===== src/rtl/tk1_spi_target.sv =====
// ---------------------------------------------------------------------------
// tk1_spi_target
//
// SPI mode-0 target (slave), MSB first. This is the responding end of the tk1
// SPI master link, used for board bring-up and for loop-back of the host-side
// master. The pad signals SS/SCK/MOSI are asynchronous to clk. They are
// oversampled through a synchroniser, and edges are detected on the
// synchronised copies. One byte is exchanged for every 8 SCK cycles.
//
// Core side:
//   - one-entry TX buffer   (tx_data / tx_data_vld / tx_ready)
//   - one-entry RX register (rx_data / rx_data_vld / rx_ack)
//
// Parameters
//   SYNC_STAGES  synchroniser depth on spi_ss/spi_sck/spi_mosi (>= 2)
//   FILL_BYTE    byte shifted out when the TX buffer is empty (underrun)
//
// Ports
//   clk          in   1  system clock
//   reset        in   1  synchronous, active-high reset
//   spi_ss       in   1  chip select, active low (asynchronous to clk)
//   spi_sck      in   1  SPI clock, idle low, f_sck <= f_clk/8
//   spi_mosi     in   1  data from master
//   spi_miso     out  1  data to master
//   spi_miso_en  out  1  output enable for the MISO pad driver
//   tx_data      in   8  next byte to send
//   tx_data_vld  in   1  tx_data valid, accepted when tx_ready=1
//   tx_ready     out  1  TX buffer empty
//   rx_data      out  8  last received byte
//   rx_data_vld  out  1  rx_data holds an unacknowledged byte
//   rx_ack       in   1  consume rx_data
//   spi_active   out  1  transaction in progress (FSM in SHIFT)
//
// Optional feature, macro TK1_SPI_TARGET_STATUS_EN:
//   status_clr   in   1  clear the sticky status flags
//   overrun      out  1  sticky: a byte replaced an unacknowledged byte
//   underrun     out  1  sticky: FILL_BYTE was loaded because TX was empty
//   When the macro is undefined, these ports do not exist. The data path is
//   the same in both builds.
// ---------------------------------------------------------------------------
module tk1_spi_target #(
    parameter int unsigned SYNC_STAGES = 2,
    parameter logic [7:0]  FILL_BYTE   = 8'hff
) (
    input  logic       clk,
    input  logic       reset,
    input  logic       spi_ss,
    input  logic       spi_sck,
    input  logic       spi_mosi,
    output logic       spi_miso,
    output logic       spi_miso_en,
    input  logic [7:0] tx_data,
    input  logic       tx_data_vld,
    output logic       tx_ready,
    output logic [7:0] rx_data,
    output logic       rx_data_vld,
    input  logic       rx_ack,
`ifdef TK1_SPI_TARGET_STATUS_EN
    input  logic       status_clr,
    output logic       overrun,
    output logic       underrun,
`endif
    output logic       spi_active
);

    typedef enum logic {
        ST_IDLE  = 1'b0,
        ST_SHIFT = 1'b1
    } state_e;

    // -----------------------------------------------------------------------
    // Input synchronisers and edge detection
    // -----------------------------------------------------------------------
    logic [SYNC_STAGES-1:0] ss_sync_q;
    logic [SYNC_STAGES-1:0] sck_sync_q;
    logic [SYNC_STAGES-1:0] mosi_sync_q;
    logic                   ss_prev_q;
    logic                   sck_prev_q;

    logic ss_s;
    logic sck_s;
    logic mosi_s;
    logic ss_fall;
    logic ss_rise;
    logic sck_rise;
    logic sck_fall;

    assign ss_s   = ss_sync_q[SYNC_STAGES-1];
    assign sck_s  = sck_sync_q[SYNC_STAGES-1];
    assign mosi_s = mosi_sync_q[SYNC_STAGES-1];

    // The edge is seen combinationally one stage after the synchroniser
    // output. Acting on it at the next clk edge gives a total latency of
    // SYNC_STAGES+1 clk from the pad.
    assign ss_fall  =  ss_prev_q  & ~ss_s;
    assign ss_rise  = ~ss_prev_q  &  ss_s;
    assign sck_rise = ~sck_prev_q &  sck_s;
    assign sck_fall =  sck_prev_q & ~sck_s;

    // NOTE: sequential state always uses non-blocking (<=) assignments, so
    // every flop samples values from before the clock edge. A blocking
    // assignment here would make later stages see the new value in the same
    // edge, which collapses the synchroniser chain.
    always_ff @(posedge clk) begin
        if (reset) begin
            ss_sync_q   <= '1;
            sck_sync_q  <= '0;
            mosi_sync_q <= '0;
            ss_prev_q   <= 1'b1;
            sck_prev_q  <= 1'b0;
        end else begin
            ss_sync_q   <= {ss_sync_q[SYNC_STAGES-2:0],   spi_ss};
            sck_sync_q  <= {sck_sync_q[SYNC_STAGES-2:0],  spi_sck};
            mosi_sync_q <= {mosi_sync_q[SYNC_STAGES-2:0], spi_mosi};
            ss_prev_q   <= ss_s;
            sck_prev_q  <= sck_s;
        end
    end

    // -----------------------------------------------------------------------
    // Protocol state
    // -----------------------------------------------------------------------
    state_e     state_q,      state_d;
    logic [2:0] bit_cnt_q,    bit_cnt_d;
    logic [7:0] shift_tx_q,   shift_tx_d;
    // Only seven bits are held. The eighth bit is taken straight from MOSI
    // when the byte completes.
    logic [6:0] shift_rx_q,   shift_rx_d;
    logic [7:0] txbuf_q,      txbuf_d;
    logic       txbuf_full_q, txbuf_full_d;
    logic [7:0] rx_data_q,    rx_data_d;
    logic       rx_vld_q,     rx_vld_d;

    logic       reload;     // load shift_tx from the TX buffer or FILL_BYTE
    logic       byte_done;  // eighth SCK rise of a byte

    always_ff @(posedge clk) begin
        if (reset) begin
            state_q      <= ST_IDLE;
            bit_cnt_q    <= 3'd0;
            shift_tx_q   <= 8'h00;
            shift_rx_q   <= 7'h00;
            txbuf_q      <= 8'h00;
            txbuf_full_q <= 1'b0;
            rx_data_q    <= 8'h00;
            rx_vld_q     <= 1'b0;
        end else begin
            state_q      <= state_d;
            bit_cnt_q    <= bit_cnt_d;
            shift_tx_q   <= shift_tx_d;
            shift_rx_q   <= shift_rx_d;
            txbuf_q      <= txbuf_d;
            txbuf_full_q <= txbuf_full_d;
            rx_data_q    <= rx_data_d;
            rx_vld_q     <= rx_vld_d;
        end
    end

    // NOTE: every signal written in this block gets a default value first.
    // Because of that, no path can leave it unassigned, and no latch is
    // inferred.
    always_comb begin
        state_d      = state_q;
        bit_cnt_d    = bit_cnt_q;
        shift_tx_d   = shift_tx_q;
        shift_rx_d   = shift_rx_q;
        txbuf_d      = txbuf_q;
        txbuf_full_d = txbuf_full_q;
        rx_data_d    = rx_data_q;
        rx_vld_d     = rx_vld_q;
        reload       = 1'b0;
        byte_done    = 1'b0;

        unique case (state_q)
            ST_IDLE: begin
                // SCK activity is ignored while deselected.
                if (ss_fall) begin
                    state_d   = ST_SHIFT;
                    bit_cnt_d = 3'd0;
                    reload    = 1'b1;
                end
            end
            ST_SHIFT: begin
                // Deselect takes priority over any SCK edge in the same
                // cycle. A partial byte is dropped without signalling.
                if (ss_rise) begin
                    state_d   = ST_IDLE;
                    bit_cnt_d = 3'd0;
                end else if (sck_rise) begin
                    shift_rx_d = {shift_rx_q[5:0], mosi_s};
                    bit_cnt_d  = bit_cnt_q + 3'd1;
                    byte_done  = (bit_cnt_q == 3'd7);
                end else if (sck_fall) begin
                    // A count of zero on a falling edge means the eighth bit
                    // has just been sampled by the master. The next byte
                    // starts here.
                    if (bit_cnt_q != 3'd0) begin
                        shift_tx_d = {shift_tx_q[6:0], 1'b0};
                    end else begin
                        reload = 1'b1;
                    end
                end
            end
            default: state_d = ST_IDLE;
        endcase

        if (reload) begin
            shift_tx_d = txbuf_full_q ? txbuf_q : FILL_BYTE;
        end

        // A reload empties the buffer only if it was full. A write is
        // accepted only if it was empty. The two cannot collide, so a write
        // in the reload cycle stays in the buffer for the following byte.
        if (reload && txbuf_full_q) begin
            txbuf_full_d = 1'b0;
        end
        if (tx_data_vld && !txbuf_full_q) begin
            txbuf_d      = tx_data;
            txbuf_full_d = 1'b1;
        end

        // A completed byte always lands, even over an unacknowledged one.
        if (byte_done) begin
            rx_data_d = {shift_rx_q, mosi_s};
            rx_vld_d  = 1'b1;
        end else if (rx_ack) begin
            rx_vld_d  = 1'b0;
        end
    end

    // -----------------------------------------------------------------------
    // Optional sticky status flags
    // -----------------------------------------------------------------------
`ifdef TK1_SPI_TARGET_STATUS_EN
    logic overrun_q,  overrun_d;
    logic underrun_q, underrun_d;
    logic overrun_set;
    logic underrun_set;

    assign overrun_set  = byte_done && rx_vld_q && !rx_ack;
    assign underrun_set = reload && !txbuf_full_q;

    // A set event in the same cycle as status_clr wins.
    always_comb begin
        overrun_d  = overrun_q;
        underrun_d = underrun_q;
        if (status_clr) begin
            overrun_d  = 1'b0;
            underrun_d = 1'b0;
        end
        if (overrun_set) begin
            overrun_d = 1'b1;
        end
        if (underrun_set) begin
            underrun_d = 1'b1;
        end
    end

    always_ff @(posedge clk) begin
        if (reset) begin
            overrun_q  <= 1'b0;
            underrun_q <= 1'b0;
        end else begin
            overrun_q  <= overrun_d;
            underrun_q <= underrun_d;
        end
    end

    assign overrun  = overrun_q;
    assign underrun = underrun_q;
`endif

    // -----------------------------------------------------------------------
    // Outputs
    // -----------------------------------------------------------------------
    assign spi_active  = (state_q == ST_SHIFT);
    assign spi_miso_en = spi_active;
    assign spi_miso    = spi_active & shift_tx_q[7];
    assign tx_ready    = ~txbuf_full_q;
    assign rx_data     = rx_data_q;
    assign rx_data_vld = rx_vld_q;

endmodule


===== config.mk =====
export PLATFORM = sky130hd
export DESIGN_NAME = tk1_spi_target
export DESIGN_NICKNAME = d
export VERILOG_FILES = /design/src/rtl/tk1_spi_target.sv
export SDC_FILE = /design/constraint.sdc
export NUM_CORES = 1
export LEC_CHECK = 0
export BUFFER_PORTS_ARGS = -buffer_cell sky130_fd_sc_hd__buf_2
export CAP_MARGIN = 0
export CORE_MARGIN = 4
export CORE_UTILIZATION = 54
export CTS_CLUSTER_SIZE = 30
export DETAILED_ROUTE_END_ITERATION = 16
export GPL_TIMING_DRIVEN = 1
export PLACE_DENSITY_LB_ADDON = 0.3
export REMOVE_ABC_BUFFERS = 1
export SETUP_SLACK_MARGIN = 0.4
export SYNTH_ARGS = -nofsm -noshare
export SYNTH_HDL_FRONTEND = slang
export SYNTH_SLANG_ARGS = --single-unit

===== constraint.sdc =====
create_clock -name clk -period 1.9 [get_ports clk]
set_input_delay 0.285 -clock clk [delete_from_list [all_inputs] [get_ports clk]]
set_output_delay 0.285 -clock clk [all_outputs]
set_load 0.005 [all_outputs]

==> results of run 1 <==
-- power by group --
part / total (mW) / internal, mW / switching (mW)
Combinational: 0.119 / 0.0515 / 0.0671
Clock: 0.476 / 0.181 / 0.296
Sequential: 0.983 / 0.967 / 0.0161
Total: 1.58 / 1.20 / 0.379
-- metal layers --
layer	share of wire, %	up-vias	global-route usage [%]
met2	47	32	28.4
met3	4.8	7	4.51
met1	46	641	19.1
met5	0	-	0
met4	1.9	0	7.39
li1	-	754	-
-- cells in the final DEF, fill, tap and decap left out, types with 6 or more instances in the layout --
cell	n
sky130_fd_sc_hd__buf_4	8
sky130_fd_sc_hd__nand2_1	48
sky130_fd_sc_hd__o31ai_1	6
sky130_fd_sc_hd__nor2_1	10
sky130_fd_sc_hd__a21oi_1	28
sky130_fd_sc_hd__nand3_1	10
sky130_fd_sc_hd__nor2b_1	9
sky130_fd_sc_hd__buf_2	27
sky130_fd_sc_hd__dfxtp_1	39
sky130_fd_sc_hd__nor3_1	7
-- what timing repair did --
action,4_1_cts,5_1_grt
hold buffers,0,0
pin swaps,3,5
setup endpoints to repair,8,17
setup buffers,3,4
hold endpoints to repair,0,0
gates resized for setup,9,8
-- worst paths after layout --
check | from | to | slack [ns] | cells past startpoint
min reg2reg | ss_sync_q[0] | ss_sync_q[1] | 0.43 | 1
min | spi_ss | ss_sync_q[0] | 0.13 | 2
max reg2reg | spi_active | shift_tx_q[5] | 0.49 | 4
max | spi_active | shift_tx_q[5] | 0.49 | 4
-- area by class of cell --
| type | instances | area share (%) |
|---|---|---|
| Timing Repair Buffer | 37 | 10.2 |
| Sequential cell | 45 | 43.8 |
| Inverter | 4 | 0.903 |
| Clock inverter | 2 | 0.662 |
| Multi-Input combinational cell | 144 | 39.4 |
| Clock buffer | 6 | 2.47 |
| Tap cell | 44 | 2.65 |
-- worst max-delay path: cells and delay by family (launching register included) --
kind	cells	cell delay, ns
AOI/OAI and AO/OA	2	0.37
DFF	1	0.39
and+or+nand+nor	2	0.56
-- synthesized netlist by cell type (2+ instances only) --
| cell | number |
|---|---|
| sky130_fd_sc_hd__a21oi_1 | 28 |
| sky130_fd_sc_hd__a32oi_1 | 2 |
| sky130_fd_sc_hd__buf_4 | 3 |
| sky130_fd_sc_hd__clkbuf_1 | 6 |
| sky130_fd_sc_hd__dfxtp_1 | 45 |
| sky130_fd_sc_hd__ha_1 | 3 |
| sky130_fd_sc_hd__inv_1 | 3 |
| sky130_fd_sc_hd__nand2_1 | 48 |
| sky130_fd_sc_hd__nand3_1 | 10 |
| sky130_fd_sc_hd__nor2_1 | 11 |
| sky130_fd_sc_hd__nor2b_1 | 9 |
| sky130_fd_sc_hd__nor3_1 | 7 |
| sky130_fd_sc_hd__o31ai_1 | 7 |
| sky130_fd_sc_hd__or2_2 | 3 |
-- metrics by stage --
| stage | worst slack, ns | cell area (um^2) | power (mW) | utilization, % | hold WS (ns) |
|---|---|---|---|---|---|
| after floorplan | 0.487 | 1690 | 1.06 | - | 0.354 |
| after global placement | 0.430 | 1900 | 1.11 | 61.8 | 0.397 |
| after detailed placement | 0.370 | 1900 | 1.11 | 61.8 | 0.409 |
| after CTS | 0.406 | 2020 | 1.59 | 65.8 | 0.109 |
| after global routing | 0.380 | 2080 | 1.66 | 67.6 | 0.105 |
| final | 0.495 | 2080 | 1.58 | 67.6 | 0.125 |
-- state kept, by name, indices dropped and copies added (netlist names) --
signal        flops
bit_cnt_q         3
mosi_sync_q       2
rx_data           8
rx_data_vld       1
sck_prev_q        1
sck_sync_q        2
shift_rx_q        7
shift_tx_q        8
spi_active        1
ss_prev_q         1
ss_sync_q         2
txbuf_full_q      1
txbuf_q           8
-- cell families (layout without fill, tap and decap cells) --
logic type	after synthesis	count (layout)
AOI/OAI and AO/OA	43	43
adders and majority gates	3	3
buffers and inverters	15	49
DFF	45	45
and+or+nand+nor	98	98
==> flow_summary_export.csv, run 1 <==
group,metric,value,unit
global_routing,grt_overflow,0,
timing,crit_path_time_final,1.41,ns
yosys,synth_async_sr_flop_share,0,%
layout,seq_area,911,um^2
critical_path,timing.critical_path.arrival,1.67,ns
floorplan,die_width,64.9,um
clock_network,cts_max_level,2,
place,placed_cells,267,
critical_path,data_required_time_at_the_worst_endpoint,2.17,ns
yosys,synth_ff_type,"sky130_fd_sc_hd__dfxtp_1",
routing,routed_wirelength,3190,um
critical_path,critical_path.max_stage_delay,0.39,ns
routing,post_drt_via_cell_ratio,5.09,
yosys,library_cell_occupying_the_most_area_in_the_post_synthesis_netlist,"sky130_fd_sc_hd__dfxtp_1",
floorplan,ioPinCount,28,
timing,unrepaired_setup_endpoints_after_global_routing,"yes",
timing,final_hold_viol_count,0,
layout,fraction_of_final_layout_cells_with_drive_strength_greater_than_1,28.2,%
yosys,simple_gate_share_of_the_synthesized_area,26.5,%
routing,post-route-drc-count,0,
routing,detail_route.first_pass.iterations,5,
critical_path,cp-start-kind,"register",
floorplan,initial_core_util,56.9,%
timing,fin_crit_sh,74.0,%
yosys,yosysTopAreaCellShare,51.5,%
yosys,synth_top_family_by_area,"simple AND/OR/NAND/NOR gates",
yosys,synth_compound_gate_area_share,15.6,%
yosys,yosys.area_share.adder,2.14,%
floorplan,design.die.area,4220,um^2
global_routing,wire_length_of_the_first_global_routing_pass,5550,um
yosys,syn_area,1750,um^2
yosys,synth-warning-count,0,
floorplan,rows,20,
pwr,peakVddDrop,0.000583,V
clock_network,worst_skew_pair.late_latency,0.35,ns
yosys,postSynthAreaPerCell,8.58,um^2
critical_path,path_max_fanout,8,
timing,worstMarginPinSlew,0.522,ns
place,port_buffers,27,
global_routing,globalRouteTotalUtil,16.6,%
yosys,edff_count_synth,0,
layout,finish.cell_count_without_fillers,282,
yosys,synth.yosys.seq_area_share,51.5,%
clock_network,clk_path_buf_depth,2,
global_routing,antenna_found_initial,0,
clock_network,cts_buffers,5,
floorplan,core-area,3080,um^2
routing,first_iter_violations,126,
place,gp_congestion,0.789,
yosys,total_of_flip_flops_plus_latches_after_synthesis,45,
global_routing,grt_max_degree,35,
yosys,biggest_area_contributors_in_the_synthesized_netlist,"sky130_fd_sc_hd__dfxtp_1 (51%), sky130_fd_sc_hd__nand2_1 (10%), sky130_fd_sc_hd__a21oi_1 (8.0%)",
timing,totalNegativeSetupSlack,0,ns
critical_path,crit_path_class,"reg -> reg",
layout,syn2layout_area_growth,18.8,%
timing,fmax,712,MHz
layout,nets,255,
yosys,synth_mux_area_share,0,%
routing,vias,1434,
yosys,synth_cell_types,33,
timing,worst_case_headroom_to_the_max_slew_limit,65.2,%
layout,fill_cells,267,
yosys,yosys.area_share.xor_xnor,0,%
critical_path,cp_cell_sequence,"nor3b_2 > a31oi_1 > or2_1 > o31ai_1",
layout,multiInputGateArea,818,um^2
clock_network,cts_tree,"done",
routing,detail_routed_net_length_per_standard_cell,11.3,um
critical_path,crit_path_end_kind,"register",
hold_path,hold_path.class,"in -> reg",
pwr,power_density,759,nW/um^2
job,drv.max_cap_violation_count,0,
clock_network,cts.clk_slew.worst_paths,0.13,ns
outcome,outcome,"finished, final reports clean",
floorplan,die_y,64.9,um
layout,antenna-diode-count,0,
critical_path,crit_path_top_delay_cell,"sky130_fd_sc_hd__dfxtp_4",
clock_network,clk_root_buffer_cell,"sky130_fd_sc_hd__clkbuf_4",
yosys,post_synth_inst_count,204,
pwr,p_leak,0.798,nW
clock_network,cts_sinks,45,
timing,slew_violations,0,
timing,final.setup_skew,0.0130,ns
timing,setup_violations,0,
place,hpwlAfterDp,2190,um
global_routing,grt_pass1_vias,1333,
routing,postRouteAntennaNets,0,
Note: power is estimated with default switching activity, not from simulation.
==> inputs of run 2 (changes only) <==
--- a/config.mk
+++ b/config.mk
@@ -8,7 +8,7 @@
 export BUFFER_PORTS_ARGS = -buffer_cell sky130_fd_sc_hd__buf_2
 export CAP_MARGIN = 0
 export CORE_MARGIN = 4
-export CORE_UTILIZATION = 54
+export CORE_UTILIZATION = 49
 export CTS_CLUSTER_SIZE = 30
 export DETAILED_ROUTE_END_ITERATION = 16
 export GPL_TIMING_DRIVEN = 1
==> constraint.sdc (replaced) <==
create_clock -name clk -period 1.1 [get_ports clk]
set_input_delay 0.165 -clock clk [delete_from_list [all_inputs] [get_ports clk]]
set_output_delay 0.165 -clock clk [all_outputs]
set_load 0.005 [all_outputs]
==> flow_summary_export.csv, run 2 (same netlist as run 1, synthesis figures left out) <==
group,metric,value,unit
clock_network,clk_path_buf_depth,2,
routing,drt-met1-wl,1760,um
routing,met2_length,1930,um
clock_network,worst_skew_pair.late_latency,0.35,ns
hold_path,hold_path.class,"in -> reg",
clock_network,cts_tree,"done",
routing,first_iter_violations,56,
critical_path,critical_path_buf_inv_count,3,
critical_path,cp_num_cells,8,
pwr,power.combinational.fraction,12.1,%
layout,layout_commonest_cell,"sky130_fd_sc_hd__nand2_1",
layout,fraction_of_final_layout_cells_with_drive_strength_greater_than_1,50.2,%
routing,vias,1561,
timing,worst_slack,-0.438,ns
timing,fin_crit_sh,140,%
critical_path,timing.critical_path.arrival,1.81,ns
place,hpwlAfterDp,2470,um
layout,commonest_cells_after_routing_fill_and_taps_aside,"sky130_fd_sc_hd__nand2_1 (38), sky130_fd_sc_hd__dfxtp_1 (29), sky130_fd_sc_hd__buf_6 (20)",
job,drv.max_cap_violation_count,0,
global_routing,grt_overflow,0,
timing,fmax,650,MHz
floorplan,core-area,3390,um^2
floorplan,rows,21,
pwr,seqPwrFrac,61.3,%
global_routing,antenna_found_initial,0,
clock_network,clk_root_buffer_cell,"sky130_fd_sc_hd__clkbuf_4",
layout,fill_cells,249,
global_routing,wire_length_of_the_first_global_routing_pass,6420,um
routing,dr.max_layer_used,"met4",
floorplan,initial_core_util,51.6,%
routing,post_drt_via_cell_ratio,5.15,
pwr,power_switching_share,25.0,%
timing,setup_violations,31,
critical_path,critPathTopFamily,"buffers and inverters",
critical_path,path_max_fanout,8,
outcome,violated_checks,"setup timing",
hold_path,hold_path_depth,2,
timing,final.setup_skew,0.0109,ns
timing,worstMarginPinSlew,0.395,ns
hold_path,min_from,"spi_ss",
layout,nets,274,
floorplan,design.die.area,4590,um^2
clock_network,cts.clk_slew.worst_paths,0.12,ns
routing,post-route-drc-count,0,
timing,unrepaired_setup_endpoints_after_global_routing,"yes",
place,port_buffers,27,
critical_path,crit_path_top_delay_cell,"sky130_fd_sc_hd__dfxtp_2",
pwr,p_switching,0.692,mW
timing,slew_violations,0,
critical_path,r2r-start,"bit_cnt_q[0]",
routing,postRouteAntennaNets,0,
critical_path,cp-start-kind,"register",
timing,worst_case_headroom_to_the_max_slew_limit,73.6,%
outcome,outcome,"finished with violations",
critical_path,worst-r2r-cell-count,8,
routing,detail_routed_net_length_per_standard_cell,13.1,um
timing,crit_path_time_final,1.54,ns
critical_path,rr_endpoint,"shift_tx_q[3]",
clock_network,cts_max_level,2,
routing,routed_wirelength,3960,um
global_routing,grt_pass1_vias,1482,
layout,antenna-diode-count,0,
global_routing,grt_max_degree,32,
routing,wl_met3,170,um
critical_path,data_required_time_at_the_worst_endpoint,1.37,ns
pwr,p_leak,0.956,nW
critical_path,crit_path_class,"reg -> reg",
clock_network,cts_sinks,45,
pwr,clockPowerShare,26.6,%
pwr,peakVddDrop,0.000801,V
layout,syn2layout_area_growth,42.2,%
global_routing,globalRouteTotalUtil,19.0,%
hold_path,hold_path_end,"ss_sync_q[0]",
floorplan,die_y,67.8,um
place,gp_congestion,0.774,
floorplan,ioPinCount,28,
pwr,power_report.internal_total,2.08,mW
layout,finish.cell_count_without_fillers,303,
timing,finalHoldWorstSlack,0.000451,ns
critical_path,cp_cell_sequence,"inv_2 > ha_4 > nand4bb_1 > buf_4 > o31ai_4 > buf_6 > nor2_2 > o31ai_1",
critical_path,crit_path_end_kind,"register",
critical_path,critical_path.max_stage_delay,0.35,ns
place,placed_cells,288,
clock_network,cts_buffers,5,
critical_path,timing.reg2reg.setup_slack,-0.44,ns
layout,finish.instance_area,2490,um^2
layout,final_core_util,73.5,%
layout,seq_area,926,um^2
layout,multiInputGateArea,975,um^2
timing,final_hold_viol_count,0,
pwr,power_density,1110,nW/um^2
routing,detail_route.first_pass.iterations,4,
place,post_dp_cell_area,2060,um^2
floorplan,die_width,67.8,um
-- run 2: cell types whose count changed in the layout (fill, tap and decap cells not counted), sizes merged --
cell      before  now
inv            3    4
clkinvlp       1    0
clkbuf         7    6
buf           36   56
-- run 2: power by group through the flow --
stage / Clock [mW] / Sequential, mW / Combinational (mW)
floorplan: 0 / 1.73 / 0.105
global placement: 0 / 1.73 / 0.232
detailed placement: 0 / 1.73 / 0.236
CTS: 0.767 / 1.70 / 0.302
global route: 0.841 / 1.71 / 0.364
finish: 0.738 / 1.70 / 0.335
-- run 2: area by class of cell --
| cell class | instances | area share [%] |
|---|---|---|
| clock inverter | 2 | 0.402 |
| inverter | 4 | 0.704 |
| sequential | 45 | 37.2 |
| timing repair buffer | 56 | 18.6 |
| clock buffer | 6 | 1.66 |
| multi-input combinational | 144 | 39.1 |
| tap | 46 | 2.31 |
-- run 2: how the worst max path moves through the flow --
stage                       from       endpoint  slack, ns
global route        bit_cnt_q[0]  shift_tx_q[6]      -0.57
finish              bit_cnt_q[0]  shift_tx_q[3]      -0.44
global placement    bit_cnt_q[0]  shift_tx_q[6]      -0.32
floorplan             spi_active  shift_tx_q[1]      -0.31
CTS                 bit_cnt_q[0]  shift_tx_q[1]      -0.39
detailed placement  bit_cnt_q[0]  shift_tx_q[2]      -0.41
-- run 2: through the flow --
step	TNS (ns)	setup WS, ns	total power, mW
2_1_floorplan	-6.48	-0.313	1.83
3_5_place_dp	-6.86	-0.406	1.97
3_3_place_gp	-5.94	-0.317	1.96
4_1_cts	-6.37	-0.387	2.77
6_report	-6.81	-0.438	2.77
5_1_grt	-9.77	-0.568	2.91
-- run 2: repair_timing --
action                     CTS  global route
setup endpoints to repair   51            51
pin swaps                   23             5
gates resized for setup     70            23
setup buffers                6             0
hold endpoints to repair     1             1
cloned                       1             0
-- run 2: routing by layer --
metal  up-vias  global-route usage (%)
met2        36                    30.7
met5         -                       0
met3         9                    6.32
li1        791                       -
met4         0                    8.19
met1       725                    22.9
